### src/rtl/vga_text_pkg.sv
// Shared types for the text-overlay path: placement record, blank placement and sequencer states.
package vga_text_pkg;

  typedef struct packed {
    logic [7:0]  chr;
    logic [11:0] x;
    logic [11:0] y;
    logic [23:0] fg;
    logic [23:0] bg;
  } placement_t;

  // Off-screen box so the pixel generator never matches while blanked.
  localparam placement_t BlankPlacement = '{
    chr: 8'h00, x: 12'hFFF, y: 12'hFFF, fg: 24'h000000, bg: 24'h000000
  };

  typedef enum logic [0:0] {StBlank, StShow} state_e;

endpackage

### src/rtl/placement_fifo.sv
// Synchronous FIFO of placement records with a separate occupancy counter.
module placement_fifo
  import vga_text_pkg::*;
#(
  parameter int unsigned DEPTH = 8,
  localparam int unsigned PtrW = $clog2(DEPTH),
  localparam int unsigned CntW = PtrW + 1
) (
  input  logic            clk_i,
  input  logic            rst_ni,
  input  logic            push_i,
  input  placement_t      data_i,
  input  logic            pop_i,
  input  logic            flush_i,
  output placement_t      head_o,
  output logic [CntW-1:0] count_o
);

  placement_t      mem_q [DEPTH];
  logic [PtrW-1:0] wr_ptr_q, wr_ptr_d;
  logic [PtrW-1:0] rd_ptr_q, rd_ptr_d;
  logic [CntW-1:0] count_q, count_d;
  logic            do_push, do_pop;

  assign do_push = push_i && (count_q != CntW'(DEPTH));
  assign do_pop  = pop_i && (count_q != '0);

  always_comb begin
    wr_ptr_d = wr_ptr_q;
    rd_ptr_d = rd_ptr_q;
    count_d  = count_q;
    if (flush_i) begin
      wr_ptr_d = '0;
      rd_ptr_d = '0;
      count_d  = '0;
    end else begin
      if (do_push) wr_ptr_d = wr_ptr_q + 1'b1;
      if (do_pop)  rd_ptr_d = rd_ptr_q + 1'b1;
      count_d = count_q + CntW'(do_push) - CntW'(do_pop);
    end
  end

  always_ff @(posedge clk_i or negedge rst_ni) begin
    if (!rst_ni) begin
      wr_ptr_q <= '0;
      rd_ptr_q <= '0;
      count_q  <= '0;
    end else begin
      wr_ptr_q <= wr_ptr_d;
      rd_ptr_q <= rd_ptr_d;
      count_q  <= count_d;
    end
  end

  always_ff @(posedge clk_i) begin
    if (do_push && !flush_i) mem_q[wr_ptr_q] <= data_i;
  end

  assign head_o  = mem_q[rd_ptr_q];
  assign count_o = count_q;

endmodule

### src/rtl/char_placement_ctrl.sv
// Frame-synchronous placement sequencer: queues host commands and commits one per
// vertical-blank boundary, holding each for a programmable number of frames.
module char_placement_ctrl
  import vga_text_pkg::*;
#(
  parameter int unsigned DEPTH    = 8,
  parameter int unsigned V_ACTIVE = 480,
  parameter int unsigned DWELL_W  = 8
) (
  input  logic                   pix_clk,
  input  logic                   rst_n,
  input  logic                   cmd_valid,
  output logic                   cmd_ready,
  input  logic [7:0]             cmd_char,
  input  logic [11:0]            cmd_x,
  input  logic [11:0]            cmd_y,
  input  logic [23:0]            cmd_fg,
  input  logic [23:0]            cmd_bg,
  input  logic [DWELL_W-1:0]     dwell_frames,
  input  logic                   clear,
  input  logic [11:0]            pix_x,
  input  logic [11:0]            pix_y,
  output logic [7:0]             character,
  output logic [11:0]            char_x,
  output logic [11:0]            char_y,
  output logic [23:0]            char_color,
  output logic [23:0]            background_color,
  output logic                   frame_update,
  output logic [$clog2(DEPTH):0] fifo_count
);

  localparam int unsigned CntW = $clog2(DEPTH) + 1;

  state_e             state_q;
  placement_t         place_q, head, cmd;
  logic [DWELL_W-1:0] dwell_q, dwell_init;
  logic               flush_pending_q, update_q;
  logic               bnd, push, flush, load;

  assign cmd = {cmd_char, cmd_x, cmd_y, cmd_fg, cmd_bg};
  assign bnd = (pix_x == 12'd0) && (pix_y == 12'(V_ACTIVE));

  assign cmd_ready = (fifo_count != CntW'(DEPTH)) && !flush_pending_q;
  assign push      = cmd_valid && cmd_ready;

  // A pending flush wins the boundary; otherwise pop once the dwell has expired.
  assign flush = bnd && flush_pending_q;
  assign load  = bnd && !flush_pending_q && (fifo_count != '0) &&
                 ((state_q == StBlank) || (dwell_q == '0));

  assign dwell_init = (dwell_frames == '0) ? '0 : dwell_frames - 1'b1;

  placement_fifo #(
    .DEPTH(DEPTH)
  ) u_fifo (
    .clk_i  (pix_clk),
    .rst_ni (rst_n),
    .push_i (push),
    .data_i (cmd),
    .pop_i  (load),
    .flush_i(flush),
    .head_o (head),
    .count_o(fifo_count)
  );

  always_ff @(posedge pix_clk or negedge rst_n) begin
    if (!rst_n) begin
      state_q         <= StBlank;
      place_q         <= BlankPlacement;
      dwell_q         <= '0;
      update_q        <= 1'b0;
      flush_pending_q <= 1'b0;
    end else begin
      update_q <= 1'b0;
      if (flush) begin
        state_q         <= StBlank;
        place_q         <= BlankPlacement;
        dwell_q         <= '0;
        update_q        <= 1'b1;
        flush_pending_q <= 1'b0;
      end else if (load) begin
        state_q  <= StShow;
        place_q  <= head;
        dwell_q  <= dwell_init;
        update_q <= 1'b1;
      end else if (bnd && (state_q == StShow) && (dwell_q != '0)) begin
        dwell_q <= dwell_q - 1'b1;
      end
      // A clear on the flushing boundary re-arms for the next one.
      if (clear) flush_pending_q <= 1'b1;
    end
  end

  assign character        = place_q.chr;
  assign char_x           = place_q.x;
  assign char_y           = place_q.y;
  assign char_color       = place_q.fg;
  assign background_color = place_q.bg;
  assign frame_update     = update_q;

endmodule

### config.mk
export PLATFORM = sky130hd
export DESIGN_NAME = char_placement_ctrl
export DESIGN_NICKNAME = d
export VERILOG_FILES = /design/src/rtl/vga_text_pkg.sv /design/src/rtl/placement_fifo.sv /design/src/rtl/char_placement_ctrl.sv
export SDC_FILE = /design/constraint.sdc
export NUM_CORES = 1
export LEC_CHECK = 0
export BUFFER_PORTS_ARGS = -buffer_cell sky130_fd_sc_hd__buf_4
export CORE_AREA = 2 2 241 243
export DETAILED_ROUTE_END_ITERATION = 6
export DIE_AREA = 0 0 243 245
export GPL_ROUTABILITY_DRIVEN = 1
export PLACE_DENSITY = 0.68
export SLEW_MARGIN = 5
export SYNTH_ARGS = -nofsm -noshare
export SYNTH_HDL_FRONTEND = slang
export SYNTH_SLANG_ARGS = --single-unit
### constraint.sdc
create_clock -name pix_clk -period 20.7 [get_ports pix_clk]
set_input_delay 4.14 -clock pix_clk [delete_from_list [all_inputs] [get_ports pix_clk]]
set_output_delay 4.14 -clock pix_clk [all_outputs]
set_load 0.05 [all_outputs]
==> results.py <==
metrics = {
    "run_status": {
        "outcome": "completed",
    },
    "sta": {
        "final-setup-viol-count": 0,
        "slew_headroom_pct": 28.47,
        "whs_ns": 0.4907,
        "hold_viol_final": 0,
        "fmax_mhz": 146.7,
        "worst_clock_skew_ns": 0.01307,
        "timing.final.max_slew_violations": 0,
        "rsz0062_at_grt": "no",
        "min_period_over_period_pct": 32.94,
        "tns_ns": 0,
        "worstMarginPinSlew_ns": 1.067,
        "fin_crit_ns": 6.819,
    },
    "logic_synthesis": {
        "synth_edf_count": 640,
        "synth_top_area_cell": "edfxtp_1",
        "synthTopCellsByArea": "edfxtp_1 68%, mux4_2 13%, dfrtp_1 6.8%, mux2i_1 3.0%, dfstp_2 2.2%",
        "syn-instance-count": 1279,
        "syn_nets": 1407,
        "yosysTopAreaCellShare_pct": 67.90,
        "mappedNetlistArea_mm2": 0.02830,
        "syn_area_per_cell_um2": 22.13,
        "ys_types": 57,
        "ys.flop_type": "edfxtp_1",
        "synth_top_cells_by_count": "640 x edfxtp_1, 160 x mux4_2, 85 x mux2i_1",
        "ys_ff_latch": 741,
        "async_flop_share_pct": 13.63,
        "yosys_warnings": 0,
        "yosys.cell_count.top_type": "edfxtp_1",
        "seq_area_frac_synth_pct": 76.93,
    },
    "clock_tree": {
        "clockBufferDepth": 3,
        "h-tree-depth": 3,
        "root_buffer": "clkbuf_16",
        "worstSkewPairLatency_ns": 0.61,
        "ctsHoldBuffers": 0,
        "cts_sinks": 741,
        "cts_resized": 0,
        "clk_pin_slew_ns": 0.06,
        "cts_buffers": 74,
        "cts_tree": "built",
        "post_cts_buffers": 0,
    },
    "cells_and_area": {
        "multi_input_comb_area_mm2": 0.006212,
        "drive_gt1_share_pct": 34.94,
        "nets": 1641,
        "syn2layout_area_growth_pct": 17.11,
        "seqCellArea_mm2": 0.02179,
        "fin_cells": 2341,
        "fillerInstances": 4189,
        "utilization_pct": 58.12,
    },
    "worst_hold_path": {
        "hold_path_class": "reg2reg",
        "hp-start": "char_color[7]",
        "hold_path_depth": 1,
    },
    "routing": {
        "drt-total-wl_mm": 57.41,
        "routedWlPerCell_um": 24.52,
        "drc": 0,
        "antenna_left": 0,
        "drt_first_pass_iters": 6,
        "drtIter0Drc": 996,
        "vias_per_cell": 5.698,
        "vias": 13340,
    },
    "worst_setup_path": {
        "startpoint_type": "input port",
        "cp-startpoint": "cmd_valid",
        "crit_type": "in2reg",
        "worstReg2RegStart": "u_fifo.count_o[2]",
        "crit_required_ns": 20.93,
        "ff2ff_path_depth": 8,
        "cp-end-kind": "register",
        "arrival_ns": 7.05,
        "cp_max_fo": 56,
    },
    "floorplan": {
        "fp.coreArea_mm2": 0.05703,
        "dieArea_mm2": 0.05954,
        "start_util_pct": 49.63,
        "ios": 202,
        "die_height_um": 245,
        "die_w_um": 243,
        "rows": 88,
    },
    "run": {
        "cap_violations": 0,
    },
    "power_and_ir_drop": {
        "power_per_cell_area_mw_per_mm2": 91.28,
        "power_w": 0.003026,
        "peakVddDrop_v": 0.00006206,
        "leakage_nw": 10.90,
    },
    "global_routing": {
        "antenna_found_initial": 6,
        "grt_pass1_vias": 14100,
        "grt_max_degree": 110,
        "grt_pass1_wl_mm": 87.69,
        "grt_usage_pct": 19.71,
        "grt_overflow": 0,
    },
    "placement": {
        "numPortBuffers": 201,
        "dpl.hpwl_mm": 32.61,
        "place.gp.congestion": 0.8571,
        "dp.cells": 2202,
    },
}
-- power by group --
part | switching (W) | internal (W)
clock | 0.000546 | 0.000775
combinational | 0.0000463 | 0.0000287
sequential | 0.00000336 | 0.00163
total | 0.000596 | 0.00243
-- path summary, 6_finish.rpt --
kind,end,slack [ns]
max in group asynchronous,u_fifo.rd_ptr_q[2],15.75
min in group asynchronous,char_color[0],3.54
max,u_fifo.mem_q[0][66],13.88
max reg2reg,u_fifo.mem_q[0][66],16.88
min reg2reg,char_color[7],0.49
min,char_color[7],0.49
-- per-stage QoR --
step / cell area, um^2 / setup WS (ns)
5_1_grt: 33140 / 13.65
3_5_place_dp: 30710 / 13.15
4_1_cts: 33140 / 13.79
3_3_place_gp: 30710 / 13.18
6_report: 33150 / 13.88
2_1_floorplan: 28300 / 9.753
-- cell type report --
class	instances	share of cell area [%]
sequential	741	65.73
clock buffer	104	6.330
clock inverter	33	0.9965
antenna	2	0.01510
tap	765	2.888
inverter	22	0.2604
multi-input combinational	453	18.74
timing repair buffer	221	5.043
-- sequential cells by signal, indices dropped and copies added, names as in the netlist --
name              cells
frame_update          1
flush_pending_q       1
background_color     24
char_x               12
u_fifo.mem_q        640
char_y               12
character             8
state_q               1
char_color           24
dwell_q               8
u_fifo.wr_ptr_q       3
u_fifo.rd_ptr_q       3
u_fifo.count_o        4
-- worst max-delay path: stages --
cell,delay [ns]
buf_4,0.08
inv_1,0.03
a211oi_1,0.27
buf_4,0.21
nand2b_1,0.25
nor3_2,0.82
buf_4,0.40
buf_4,0.80
-- cell families after synthesis --
logic type / Yosys count / synth area share (%)
muxes: 247 / 15.82
DFF: 741 / 76.93
buffers and inverters: 85 / 1.362
xor gates and xnor gates: 6 / 0.1857
AOI/OAI and AO/OA: 120 / 3.638
and+or+nand+nor: 68 / 1.507
adders and majority gates: 12 / 0.5570
-- placed cells by master, fill, tap and decap left out, types with 3 or more instances in the layout --
| cell | instances |
|---|---|
| o2bb2ai_2 | 10 |
| nor2_1 | 13 |
| nor2_4 | 7 |
| a31oi_1 | 3 |
| edfxtp_1 | 640 |
| o22ai_1 | 3 |
| dfrtp_1 | 74 |
| clkinv_2 | 17 |
| inv_1 | 20 |
| a21o_1 | 3 |
| buf_4 | 220 |
| nand3_1 | 3 |
| or4_1 | 3 |
| clkinv_1 | 6 |
| nor3_1 | 3 |
| nand2b_1 | 4 |
| bufinv_16 | 5 |
| nand4_1 | 3 |
| or3_1 | 3 |
| mux4_2 | 160 |
| nand2_1 | 5 |
| a21oi_1 | 12 |
| o2bb2ai_1 | 47 |
| dfrtp_4 | 3 |
| clkbuf_8 | 7 |
| clkbuf_16 | 77 |
| a2bb2oi_1 | 24 |
| nor4_1 | 6 |
| clkbuf_1 | 20 |
| mux2i_1 | 85 |
| ha_1 | 11 |
| xnor2_1 | 5 |
| dfstp_2 | 24 |
| o21ai_0 | 6 |
-- metal layers --
layer  up-vias  part of all wire (%)  track usage (%)
met5         -                 0.089                0
met4         8                   1.9            6.117
met3        80                   5.9            4.384
met2       381                    50            32.32
met1      7037                    42            26.66
li1       5834                     -                -
(Power assumes the default switching activity.)
